[config.mk]
export PLATFORM = sky130hd
export DESIGN_NAME = iref_ctrl
export DESIGN_NICKNAME = d
export VERILOG_FILES = /design/src/rtl/iref_ctrl_pkg.sv /design/src/rtl/iref_dly_cnt.sv /design/src/rtl/iref_ctrl.sv
export SDC_FILE = /design/constraint.sdc
export NUM_CORES = 1
export LEC_CHECK = 0
export CORE_UTILIZATION = 53
export CTS_CLUSTER_SIZE = 20
export DETAILED_ROUTE_END_ITERATION = 6
export HOLD_SLACK_MARGIN = 0.1
export PLACE_DENSITY = 0.73
export SETUP_SLACK_MARGIN = 0.02
export SLEW_MARGIN = 20
export SYNTH_ARGS = -nofsm -noshare
export SYNTH_HDL_FRONTEND = slang
export SYNTH_SLANG_ARGS = --single-unit
[constraint.sdc]
create_clock -name clk -period 5.2 [get_ports clk]
set_clock_uncertainty 0.15 [all_clocks]
set_input_delay 1.04 -clock clk [delete_from_list [all_inputs] [get_ports clk]]
set_output_delay 1.04 -clock clk [all_outputs]
set_load 0.005 [all_outputs]
[src/rtl/iref_ctrl_pkg.sv]
// Shared types and default delays for the IREF power-up sequencer.
// Optional periodic recharge is enabled by defining IREF_CTRL_RECHARGE_EN.
package iref_ctrl_pkg;

    typedef enum logic [1:0] {
        ST_OFF    = 2'd0,
        ST_CHARGE = 2'd1,
        ST_SETTLE = 2'd2,
        ST_ON     = 2'd3
    } iref_state_e;

    localparam int DEF_CNT_W           = 16;
    localparam int DEF_CHARGE_CYCLES   = 16;
    localparam int DEF_SETTLE_CYCLES   = 8;
    localparam int DEF_RECHARGE_PERIOD = 1024;
    localparam int DEF_RECHARGE_CYCLES = 4;

    // A delay must be loadable as (cycles-1) into a cnt_w-bit counter.
    function automatic bit dly_in_range(input int cycles, input int cnt_w);
        return (cycles >= 1) && (longint'(cycles) < (longint'(1) << cnt_w));
    endfunction

endpackage

[src/rtl/iref_dly_cnt.sv]
// Loadable down-counter with zero flag; saturates at 0 and never wraps.
// Used for the charge/settle delay and, with IREF_CTRL_RECHARGE_EN, the recharge period.
module iref_dly_cnt #(
    parameter int W = 16
) (
    input  logic         clk,
    input  logic         rst,
    input  logic         i_load,
    input  logic [W-1:0] i_value,
    output logic         o_zero
);

    logic [W-1:0] r_count;

    always_ff @(posedge clk) begin
        if (rst) begin
            r_count <= '0;
        end else if (i_load) begin
            r_count <= i_value;
        end else if (r_count != '0) begin
            r_count <= r_count - 1'b1;
        end
    end

    assign o_zero = (r_count == '0);

endmodule

[src/rtl/iref_ctrl.sv]
// IREF power-up sequencer: releases pd, times the charge pulse, then settling, then ready.
// Define IREF_CTRL_RECHARGE_EN for periodic charge pulses while ON.
//
// state  | meaning
// OFF    | pd=1, charge=1, ready=0; waiting for en
// CHARGE | pd=0, charge=1; counting CHARGE_CYCLES
// SETTLE | pd=0, charge=0; counting SETTLE_CYCLES
// ON     | pd=0, ready=1; charge=0 (or periodic recharge pulses)
module iref_ctrl
    import iref_ctrl_pkg::*;
#(
    parameter int CHARGE_CYCLES   = DEF_CHARGE_CYCLES,
    parameter int SETTLE_CYCLES   = DEF_SETTLE_CYCLES,
    parameter int CNT_W           = DEF_CNT_W,
    parameter int RECHARGE_PERIOD = DEF_RECHARGE_PERIOD,
    parameter int RECHARGE_CYCLES = DEF_RECHARGE_CYCLES
) (
    input  logic       clk,
    input  logic       rst,
    input  logic       en,
    output logic       iref_pd,
    output logic       iref_charge,
    output logic       ready,
    output logic [1:0] state
);

    if (!dly_in_range(CHARGE_CYCLES, CNT_W)) begin : g_bad_charge
        $error("iref_ctrl: CHARGE_CYCLES out of range");
    end
    if (!dly_in_range(SETTLE_CYCLES, CNT_W)) begin : g_bad_settle
        $error("iref_ctrl: SETTLE_CYCLES out of range");
    end

    iref_state_e  r_state, w_state_nxt;
    logic         r_pd, w_pd_nxt;
    logic         r_charge, w_charge_nxt;
    logic         r_ready, w_ready_nxt;
    logic         w_dly_load;
    logic [CNT_W-1:0] w_dly_value;
    logic         w_dly_zero;

    iref_dly_cnt #(.W(CNT_W)) u_dly_cnt (
        .clk     (clk),
        .rst     (rst),
        .i_load  (w_dly_load),
        .i_value (w_dly_value),
        .o_zero  (w_dly_zero)
    );

`ifdef IREF_CTRL_RECHARGE_EN
    localparam int RC_W = $clog2(RECHARGE_PERIOD + 1);

    if (RECHARGE_CYCLES < 1 || RECHARGE_CYCLES >= RECHARGE_PERIOD) begin : g_bad_recharge
        $error("iref_ctrl: RECHARGE_CYCLES must be 1..RECHARGE_PERIOD-1");
    end

    logic            w_rc_load;
    logic [RC_W-1:0] w_rc_value;
    logic            w_rc_zero;

    iref_dly_cnt #(.W(RC_W)) u_rc_cnt (
        .clk     (clk),
        .rst     (rst),
        .i_load  (w_rc_load),
        .i_value (w_rc_value),
        .o_zero  (w_rc_zero)
    );
`endif

    always_comb begin
        w_state_nxt  = r_state;
        w_pd_nxt     = r_pd;
        w_charge_nxt = r_charge;
        w_ready_nxt  = r_ready;
        w_dly_load   = 1'b0;
        w_dly_value  = '0;
`ifdef IREF_CTRL_RECHARGE_EN
        w_rc_load    = 1'b0;
        w_rc_value   = '0;
`endif
        if (!en) begin
            w_state_nxt  = ST_OFF;
            w_pd_nxt     = 1'b1;
            w_charge_nxt = 1'b1;
            w_ready_nxt  = 1'b0;
            w_dly_load   = 1'b1;
        end else begin
            case (r_state)
                ST_OFF: begin
                    w_state_nxt = ST_CHARGE;
                    w_pd_nxt    = 1'b0;
                    w_dly_load  = 1'b1;
                    w_dly_value = CNT_W'(CHARGE_CYCLES - 1);
                end
                ST_CHARGE: begin
                    if (w_dly_zero) begin
                        w_state_nxt  = ST_SETTLE;
                        w_charge_nxt = 1'b0;
                        w_dly_load   = 1'b1;
                        w_dly_value  = CNT_W'(SETTLE_CYCLES - 1);
                    end
                end
                ST_SETTLE: begin
                    if (w_dly_zero) begin
                        w_state_nxt = ST_ON;
                        w_ready_nxt = 1'b1;
`ifdef IREF_CTRL_RECHARGE_EN
                        w_rc_load   = 1'b1;
                        w_rc_value  = RC_W'(RECHARGE_PERIOD - 1);
`endif
                    end
                end
                ST_ON: begin
`ifdef IREF_CTRL_RECHARGE_EN
                    // The idle delay counter times the pulse width while ON.
                    if (w_rc_zero) begin
                        w_charge_nxt = 1'b1;
                        w_rc_load    = 1'b1;
                        w_rc_value   = RC_W'(RECHARGE_PERIOD - 1);
                        w_dly_load   = 1'b1;
                        w_dly_value  = CNT_W'(RECHARGE_CYCLES - 1);
                    end else if (r_charge && w_dly_zero) begin
                        w_charge_nxt = 1'b0;
                    end
`endif
                end
                default: begin
                    w_state_nxt  = ST_OFF;
                    w_pd_nxt     = 1'b1;
                    w_charge_nxt = 1'b1;
                    w_ready_nxt  = 1'b0;
                    w_dly_load   = 1'b1;
                end
            endcase
        end
    end

    always_ff @(posedge clk) begin
        if (rst) begin
            r_state  <= ST_OFF;
            r_pd     <= 1'b1;
            r_charge <= 1'b1;
            r_ready  <= 1'b0;
        end else begin
            r_state  <= w_state_nxt;
            r_pd     <= w_pd_nxt;
            r_charge <= w_charge_nxt;
            r_ready  <= w_ready_nxt;
        end
    end

    assign iref_pd     = r_pd;
    assign iref_charge = r_charge;
    assign ready       = r_ready;
    assign state       = r_state;

endmodule

==> results by group, run 1 <==
Power and ir drop
  • Switching Fraction: 0.3323
  • Sequential share of power: 0.492
  • Pleak: about 0.5 nW
  • Comb power frac: 0.284
  • Switch Pwr: approximately 120 uW
  • Pwr Total: 355.8 uW
  • Maximum VDD drop: 0.0001383 V
  • Internal: about 240 uW
  • Clock share of power: 0.224
  • Pwr Density: 277.7 nW/um^2

Logic synthesis
  • Post-Syn Area: 1199 um^2
  • Post-synth top area share: 0.3507
  • Yosys top cell by area: dfxtp_1
  • Yosys Warn Count: 0
  • Synth Area per Inst: 8.879 um^2
  • Syn_nets: 145
  • Mapped Cells: 135
  • Async SR Flop Fraction: 0
  • Distinct cells, synth: 42
  • List of most frequent post-synthesis cells: 21 x dfxtp_1, 11 x nand2_1, 9 x a21oi_1
  • Most common cell in the netlist: dfxtp_1
  • Largest cells by area after synthesis: dfxtp_1 35%, ha_1 7.3%, a21oi_1 3.8%
  • EDFF count, synth: 0
  • Register area share after synthesis: 0.3507
  • Flops & latches, synth: 21
  • Main synth FF type: dfxtp_1

Clock tree
  • Clock tree from TritonCTS: yes
  • TritonCTS Buffers: 3
  • Sink Count: 21
  • Setup Fix Bufs, Post-CTS: 0
  • CTS max path bufs: 2
  • H-tree depth: 1
  • Root buffer cell: clkbuf_4
  • # resized after CTS: 0
  • Clk slew on worst S/H paths: 0.12 ns
  • Clock latency on the worst-skew pair: 0.31 ns
  • # hold bufs at CTS: 0

STA
  • RSZ-0062 raised after global routing: no
  • Max frequency: approximately 380 MHz
  • Worst slew margin: 0.5683
  • Hold slack: 0.3311 ns
  • Setup slack after layout: 2.598 ns
  • Worst Tran Pin Value: 0.6385 ns
  • Setup violators final: 0
  • Final slew viol count: 0
  • Final Hold Viols: 0
  • Period utilisation layout: 0.5004
  • Setup tns final: 0 ns
  • Min cycle time layout: 2.602 ns

Detailed routing
  • Drt pass-1 iters: 4
  • Initial DRC count: 18
  • Final WL: 2.398 mm
  • Vias per Instance: 6.247
  • Via count: between 1k and 1.5k
  • Residual DRC: 0
  • DRT antenna net count: 0
  • DR WL/cell: about 14 um

Worst setup path
  • Critical path class: in -> reg
  • Crit path arrival time: 2.69 ns
  • Slowest CP cell: clkdlybuf4s50_1
  • CP Cell Sequence: clkdlybuf4s50_1, nor2b_1, nand2b_1, a311o_1, mux2i_1
  • Startpoint types: input port
  • CP Capture Type: flip-flop
  • Max FO, Critical Path: 8
  • CP max stage delay: 0.49 ns
  • Critical path required time: approximately 5.3 ns
  • Reg2Reg Setup Slack: 2.72 ns

Floorplanning
  • Die ar.: 2456 um^2
  • Row cnt: 16
  • Starting Density: 0.5870
  • Core Area: 2042 um^2
  • Die Y: 49.56 um
  • Die span in x: 49.56 um
  • Io pins: 8

Placement
  • Number of port buffers: 7
  • DP HPWL: 1.785 mm
  • Gpl congestion: 0.7871
  • Pre-CTS setup slack: between 2 and 2.5 ns

Global routing
  • Largest net degree at the start of global routing: 20
  • First-pass GRT wire length: 4.057 mm
  • Routing usage on met3: 0.03704
  • Met1 Resource Use GR: 0.2849
  • Antenna violations before repair: 0
  • Grt met2 use: 0.3581
  • GRT overflow: 0
  • GR peak layer: met2
  • Vias in the first global route: 910
  • All-Layer GR Usage: 0.2171

Cells and area
  • Fraction of layout cells with a size suffix above 1: 0.1079
  • Final-layout fill cell count: between 150 and 200
  • Final Util: 0.6275
  • Ant diodes: 0
  • Syn-to-layout area delta: 6.889%
  • Layout Nets: 150

Flow run
  • Total of max-cap violations: 0

Hold path
  • Hold Crit Class: reg -> reg

Run status
  • Status: finished, final reports clean
-- stage by stage --
step | cells | instance area [um^2]
2_1_floorplan | 135 | 1199
3_3_place_gp | 162 | 1254
6_report | 166 | 1281
3_5_place_dp | 162 | 1254
4_1_cts | 166 | 1281
5_1_grt | 166 | 1281
-- final cells by class --
type	count	area, um^2	share of cell area
clock buffers	3	22.52	0.01758
clock inverters	1	5.005	0.003906
inverters	7	26.28	0.02051
multi-input cells	100	703.2	0.5488
flip-flops and latches	21	420.4	0.3281
well taps	27	33.78	0.02637
repair buffers	7	70.07	0.05469
-- registers in the layout, indices dropped and copies added, names as in the netlist --
name / count
u_dly_cnt.r_count: 16
iref_charge: 1
state: 2
ready: 1
iref_pd: 1
-- final timing paths --
path	from	endpoint	depth (start not counted)
max reg2reg	u_dly_cnt.r_count[0]$_SDFFE_PP0P_	u_dly_cnt.r_count[4]$_SDFFE_PP0P_	6
max	en	u_dly_cnt.r_count[9]$_SDFFE_PP0P_	5
min reg2reg	iref_charge$_SDFFE_PP1P_	iref_charge$_SDFFE_PP1P_	1
min	iref_charge$_SDFFE_PP1P_	iref_charge$_SDFFE_PP1P_	1
-- power groups by stage --
| stage | Clock, mW | Combinational (mW) | Sequential (mW) |
|---|---|---|---|
| floorplan | 0 | 0.0841 | 0.177 |
| global placement | 0 | 0.0975 | 0.178 |
| global route | 0.0897 | 0.113 | 0.176 |
| finish | 0.0797 | 0.101 | 0.175 |
| detailed placement | 0 | 0.0997 | 0.179 |
| CTS | 0.0822 | 0.100 | 0.175 |
-- cell usage in the layout (no fill, tap or decap), types with 2 or more instances in the layout --
cell type,instances
inv_1,7
o311a_1,3
nor3_2,2
o31ai_1,6
xor2_1,2
nand2b_1,2
a21oi_1,9
clkdlybuf4s50_1,7
nand2_1,11
mux2i_1,3
or4_1,6
a311o_1,2
clkbuf_4,3
nor3_1,3
a31oi_1,3
ha_1,7
or3_1,3
nand4_1,2
nand3_1,4
or3b_2,2
dfxtp_1,21
or2_2,2
nor2_1,5
o21ai_0,5
-- worst max-delay path: cells and delay by family --
kind                   cells  cell delay, ns
buffers and inverters      1            0.49
AO/OA/AOI/OAI              1            0.36
AND/OR/NAND/NOR            2            0.66
multiplexers               1            0.15
-- logic make-up (layout without fill, tap and decap cells) --
group / count (synthesis) / in the layout / share of synthesized area
DFF: 21 / 21 / 0.3507
adders and majority gates: 7 / 7 / 0.07307
and+or+nand+nor: 52 / 52 / 0.2610
xor gates and xnor gates: 2 / 2 / 0.01462
buffers and inverters: 14 / 18 / 0.06263
muxes: 3 / 3 / 0.02505
AOI/OAI and AO/OA: 36 / 36 / 0.2129
-- metal layers --
metal	part of all wire	wire length, um	vias to the layer above
met5	0	0	-
met4	0.010	25	0
li1	-	-	521
met2	0.50	1200	16
met3	0.024	58	4
met1	0.46	1114	496
Note: power is estimated with default switching activity, not from simulation.
==> run 2: changes to the inputs <==
--- a/config.mk
+++ b/config.mk
@@ -5,7 +5,7 @@
 export SDC_FILE = /design/constraint.sdc
 export NUM_CORES = 1
 export LEC_CHECK = 0
-export CORE_UTILIZATION = 53
+export CORE_UTILIZATION = 51
 export CTS_CLUSTER_SIZE = 20
 export DETAILED_ROUTE_END_ITERATION = 6
 export HOLD_SLACK_MARGIN = 0.1
==> constraint.sdc (replaced) <==
create_clock -name clk -period 2.3 [get_ports clk]
set_clock_uncertainty 0.15 [all_clocks]
set_input_delay 0.46 -clock clk [delete_from_list [all_inputs] [get_ports clk]]
set_output_delay 0.46 -clock clk [all_outputs]
set_load 0.005 [all_outputs]
==> results by group, run 2 (synthesized netlist as in run 1, its figures left out) <==
Placement
  • Post-Place Cells: 170
  • DP HPWL: 1.876 mm
  • Pre-CTS setup slack: ~0.049 ns
  • Number of port buffers: 7
  • Gpl congestion: 0.8613

Clock tree
  • Clk slew on worst S/H paths: between 0.1 and 0.15 ns
  • Setup Fix Bufs, Post-CTS: 0
  • Root buffer cell: clkbuf_4
  • TritonCTS Buffers: 3
  • # hold bufs at CTS: 0
  • Clock latency on the worst-skew pair: 0.32 ns
  • Sink Count: 21
  • H-tree depth: 1
  • Clock tree from TritonCTS: yes
  • CTS max path bufs: 2

Cells and area
  • Largest register FFs: 16
  • Ant diodes: 0
  • Layout Nets: 157
  • Syn-to-layout area delta: 11.80%
  • Non-Filler Instances: approximately 170
  • Most flops, register: u_dly_cnt.r_count
  • Commonest non-fill, non-tap cell in the layout: dfxtp_1
  • Fraction of layout cells with a size suffix above 1: 0.1712
  • Most frequent cells in the layout: 21 x dfxtp_1, 11 x nand2_1, 9 x a21oi_1

Detailed routing
  • Residual DRC: 0
  • DRT antenna net count: 0
  • DR WL/cell: 14.55 um
  • Drt pass-1 iters: 4
  • Via count: 1,057
  • Final WL: 2.532 mm
  • Vias per Instance: slightly above 6
  • Initial DRC count: 30

Power and ir drop
  • Pleak: approximately 0.53 nW
  • Maximum VDD drop: ~0.00034 V
  • Pwr Density: 623.9 nW/um^2

Global routing
  • Antenna violations before repair: 0
  • GRT overflow: 0
  • Largest net degree at the start of global routing: 16
  • Routing usage on met3: 0.03333
  • Met1 Resource Use GR: 0.2974
  • Vias in the first global route: 937
  • All-Layer GR Usage: 0.2214
  • GR peak layer: met2
  • Grt met2 use: 0.3378
  • First-pass GRT wire length: 4.209 mm

Floorplanning
  • Row cnt: 17
  • Core Area: 2212 um^2
  • Die span in x: 50.48 um
  • Io pins: 8
  • Starting Density: 0.5419
  • Die Y: 50.48 um
  • Die ar.: 2548 um^2

STA
  • Worst Tran Pin Value: 0.6427 ns
  • Min cycle time layout: 2.180 ns
  • Setup slack after layout: 0.1202 ns
  • Worst slew margin: 0.5676
  • Setup violators final: 0
  • Final slew viol count: 0
  • Setup tns final: 0 ns
  • Final Hold Viols: 0
  • Period utilisation layout: 0.9477
  • Hold slack: 0.3244 ns
  • RSZ-0062 raised after global routing: no
  • Max frequency: about 460 MHz

Hold path
  • HP Start: iref_charge$_SDFFE_PP1P_
  • Hold Crit Class: reg -> reg

Worst setup path
  • Crit path arrival time: between 2 and 2.5 ns
  • CP Capture Type: flip-flop
  • Critical path class: reg -> reg
  • Setup crit start: u_dly_cnt.r_count[0]$_SDFFE_PP0P_
  • RR Startpoint: u_dly_cnt.r_count[0]$_SDFFE_PP0P_
  • Max FO, Critical Path: 15
  • Startpoint types: flip-flop
  • Critical path required time: 2.40 ns

Run status
  • Status: finished, final reports clean

Flow run
  • Total of max-cap violations: 0
## run 2: layout make-up
| cell class | count | area [um^2] |
|---|---|---|
| fillers | 199 | 872.1 |
| multi-input cells | 100 | 708.2 |
| flip-flops and latches | 21 | 420.4 |
| repair buffers | 14 | 122.6 |
| well taps | 28 | 35.03 |
| inverters | 7 | 26.28 |
| clock buffers | 3 | 22.52 |
| clock inverters | 1 | 5.005 |
## run 2: worst paths after layout
path	to	slack [ns]	cells after the start
max	u_dly_cnt.r_count[12]$_SDFFE_PP0P_	0.12	7
min	iref_charge$_SDFFE_PP1P_	0.32	1
max reg2reg	u_dly_cnt.r_count[12]$_SDFFE_PP0P_	0.12	7
min reg2reg	iref_charge$_SDFFE_PP1P_	0.32	1
## run 2: repair_timing
action	in CTS	in global routing
pin swaps	0	0
gates resized for setup	1	3
setup endpoints to repair	1	3
endpoints found under the hold margin	0	0
## run 2: critical path: stages (launching register included)
cell and delay, ns:
dfxtp_1 0.43, inv_2 0.08, ha_1 0.21, nor4b_1 0.15, and2_2 0.30, buf_4 0.19
or4_1 0.47, a21oi_1 0.15
## run 2: per-layer routing
metal | vias up | routed length (um)
li1 | 532 | -
met1 | 491 | 1216
met2 | 29 | 1156
met3 | 5 | 114
met4 | 0 | 44
met5 | - | 0
## run 2: report_power, final
group | internal, mW | leakage, nW | switching, mW
combinational | 0.112 | 0.337 | 0.144
sequential | 0.379 | 0.171 | 0.0164
clock | 0.0652 | 0.0177 | 0.119
## run 2: stage by stage
| stage | power, mW | area, um^2 | util |
|---|---|---|---|
| after CTS | 0.8366 | 1336 | 0.6041 |
| after floorplan | 0.5910 | 1199 | - |
| after global placement | 0.6459 | 1308 | 0.5911 |
| final | 0.8360 | 1340 | 0.6058 |
| after global routing | 0.8833 | 1340 | 0.6058 |
| after detailed placement | 0.6532 | 1308 | 0.5911 |
==> run 3: changes to the inputs <==
--- a/config.mk
+++ b/config.mk
@@ -10,7 +10,7 @@
 export DETAILED_ROUTE_END_ITERATION = 6
 export HOLD_SLACK_MARGIN = 0.1
 export PLACE_DENSITY = 0.73
-export SETUP_SLACK_MARGIN = 0.02
+export REMOVE_ABC_BUFFERS = 1
 export SLEW_MARGIN = 20
 export SYNTH_ARGS = -nofsm -noshare
 export SYNTH_HDL_FRONTEND = slang
==> results by group, run 3 (synthesized netlist as in run 1, its figures left out) <==
Worst setup path
  • Max FO, Critical Path: 5
  • RR Startpoint: u_dly_cnt.r_count[0]$_SDFFE_PP0P_
  • R2r worst-path depth: 6
  • Critical path class: reg -> reg
  • Crit path arrival time: 2.31 ns
  • CP max stage delay: about 0.46 ns
  • Reg2Reg Setup Slack: 0.09 ns
  • Setup crit start: u_dly_cnt.r_count[0]$_SDFFE_PP0P_
  • CP Capture Type: flip-flop
  • CP Cell Sequence: inv_1, ha_2, or3b_2, a41o_1, or4_1, a21oi_1
  • Startpoint types: flip-flop
  • Worst setup endpoint: u_dly_cnt.r_count[6]$_SDFFE_PP0P_
  • Slowest CP cell: or3b_2
  • Critical path required time: 2.41 ns
  • Terminus of the critical flop-to-flop path: u_dly_cnt.r_count[6]$_SDFFE_PP0P_

Clock tree
  • # hold bufs at CTS: 0
  • Clk slew on worst S/H paths: 0.12 ns
  • Sink Count: 21
  • CTS max path bufs: 2
  • Clock latency on the worst-skew pair: about 0.32 ns
  • TritonCTS Buffers: 3
  • Root buffer cell: clkbuf_4
  • Clock tree from TritonCTS: yes
  • H-tree depth: 1

Floorplanning
  • Die ar.: 2548 um^2
  • Io pins: 8
  • Die Y: 50.48 um
  • Core Area: 2212 um^2
  • Starting Density: 0.5419
  • Row cnt: 17
  • Die span in x: 50.48 um

Cells and area
  • Commonest non-fill, non-tap cell in the layout: dfxtp_1
  • Most frequent cells in the layout: 21 x dfxtp_1, 11 x nand2_1, 9 x a21oi_1
  • Fraction of layout cells with a size suffix above 1: 0.1528
  • Final-layout fill cell count: 212
  • Largest register FFs: 16
  • Storage element area: 420.4 um^2
  • Syn-to-layout area delta: 10.54%
  • Ant diodes: 0
  • Most flops, register: u_dly_cnt.r_count
  • Layout Nets: 155
  • Multi-input logic area: 708.2 um^2

Power and ir drop
  • Pwr Density: 629.6 nW/um^2
  • Maximum VDD drop: 0.0004319 V
  • Pleak: a little over 0.5 nW

Detailed routing
  • Initial DRC count: 24
  • DR WL/cell: around 16 um
  • Residual DRC: 0
  • Vias per Instance: 6.262
  • Final WL: 2.710 mm
  • Via count: 1,077
  • Drt pass-1 iters: 4
  • DRT antenna net count: 0

Global routing
  • All-Layer GR Usage: 0.2356
  • Antenna violations before repair: 0
  • Vias in the first global route: 1,015
  • Largest net degree at the start of global routing: 20
  • GRT overflow: 0
  • First-pass GRT wire length: 4.540 mm

Placement
  • Number of port buffers: 7
  • Pre-CTS setup slack: between 0.07 and 0.08 ns
  • Gpl congestion: 0.8158
  • DP HPWL: 1.908 mm

Run status
  • Status: finished, final reports clean

STA
  • Setup slack after layout: 0.09363 ns
  • Hold slack: 0.3387 ns
  • Final Hold Viols: 0
  • Worst slew margin: 0.5876
  • Min cycle time layout: roughly 2.2 ns
  • Period utilisation layout: 0.9593
  • Setup violators final: 0
  • Final slew viol count: 0
  • Setup tns final: 0 ns
  • Worst Tran Pin Value: a little over 0.6 ns
  • Max frequency: 453.2 MHz

Hold path
  • Hold Crit Class: reg -> reg
  • HP Start: iref_charge$_SDFFE_PP1P_

Flow run
  • Total of max-cap violations: 0
==> run 3: cell types whose count changed in the layout (fill, tap and decap cells not counted) <==
cell       before  now
buf_4           7    5
a2111oi_0       0    1
a2111oi_1       1    0
and2_2          1    0
and2_4          0    1
inv_1           6    7
inv_2           1    0
==> run 3: report_power, final <==
part | leakage (nW) | total (mW) | switching [mW] | internal, mW
sequential | 0.171 | 0.396 | 0.0172 | 0.379
clock | 0.0177 | 0.187 | 0.122 | 0.0652
combinational | 0.328 | 0.251 | 0.144 | 0.107
==> run 3: worst min-delay path by stage <==
| stage | slack [ns] | cells after the start | to |
|---|---|---|---|
| final | 0.34 | 1 | iref_charge$_SDFFE_PP1P_ |
| after global routing | 0.37 | 1 | iref_charge$_SDFFE_PP1P_ |
| after CTS | 0.34 | 1 | iref_charge$_SDFFE_PP1P_ |
| after detailed placement | 0.31 | 1 | iref_charge$_SDFFE_PP1P_ |
| after global placement | 0.29 | 1 | iref_charge$_SDFFE_PP1P_ |
| after floorplan | 0.30 | 2 | u_dly_cnt.r_count[11]$_SDFFE_PP0P_ |
==> run 3: repair_timing <==
| item | 4_1_cts | 5_1_grt |
|---|---|---|
| setup buffers | 0 | 1 |
| gates resized for setup | 0 | 3 |
| setup endpoints to repair | 0 | 14 |
==> run 3: final cells by class <==
class / instances / share of cell area
Timing Repair Buffer: 12 / 0.08121
Clock buffer: 3 / 0.01700
Sequential cell: 21 / 0.3173
Clock inverter: 1 / 0.003777
Tap cell: 28 / 0.02644
Inverter: 7 / 0.01983
Multi-Input combinational cell: 100 / 0.5345
==> run 3: stage by stage <==
stage | util | area (um^2) | power (mW) | std cells
finish | 0.5990 | 1325 | 0.8343 | 172
global route | 0.5990 | 1325 | 0.8795 | 172
CTS | 0.5933 | 1313 | 0.8240 | 171
detailed placement | 0.5809 | 1285 | 0.6395 | 167
global placement | 0.5809 | 1285 | 0.6342 | 167
floorplan | - | 1150 | 0.5726 | 128
==> run 3: routing by layer <==
metal  vias up  track usage  share of wire
met2        26       0.3978           0.49
met1       517       0.2942           0.46
met3         7      0.03333          0.033
li1        527            -              -
met5         -            0              0
met4         0       0.1065          0.018
==> run 3: worst max-delay path: cells and delay by family (launching register included) <==
family | cells | cell delay [ns]
buf+inv | 1 | 0.12
simple gates | 2 | 0.88
compound gates | 2 | 0.43
flops | 1 | 0.36
fa+ha+maj | 1 | 0.21
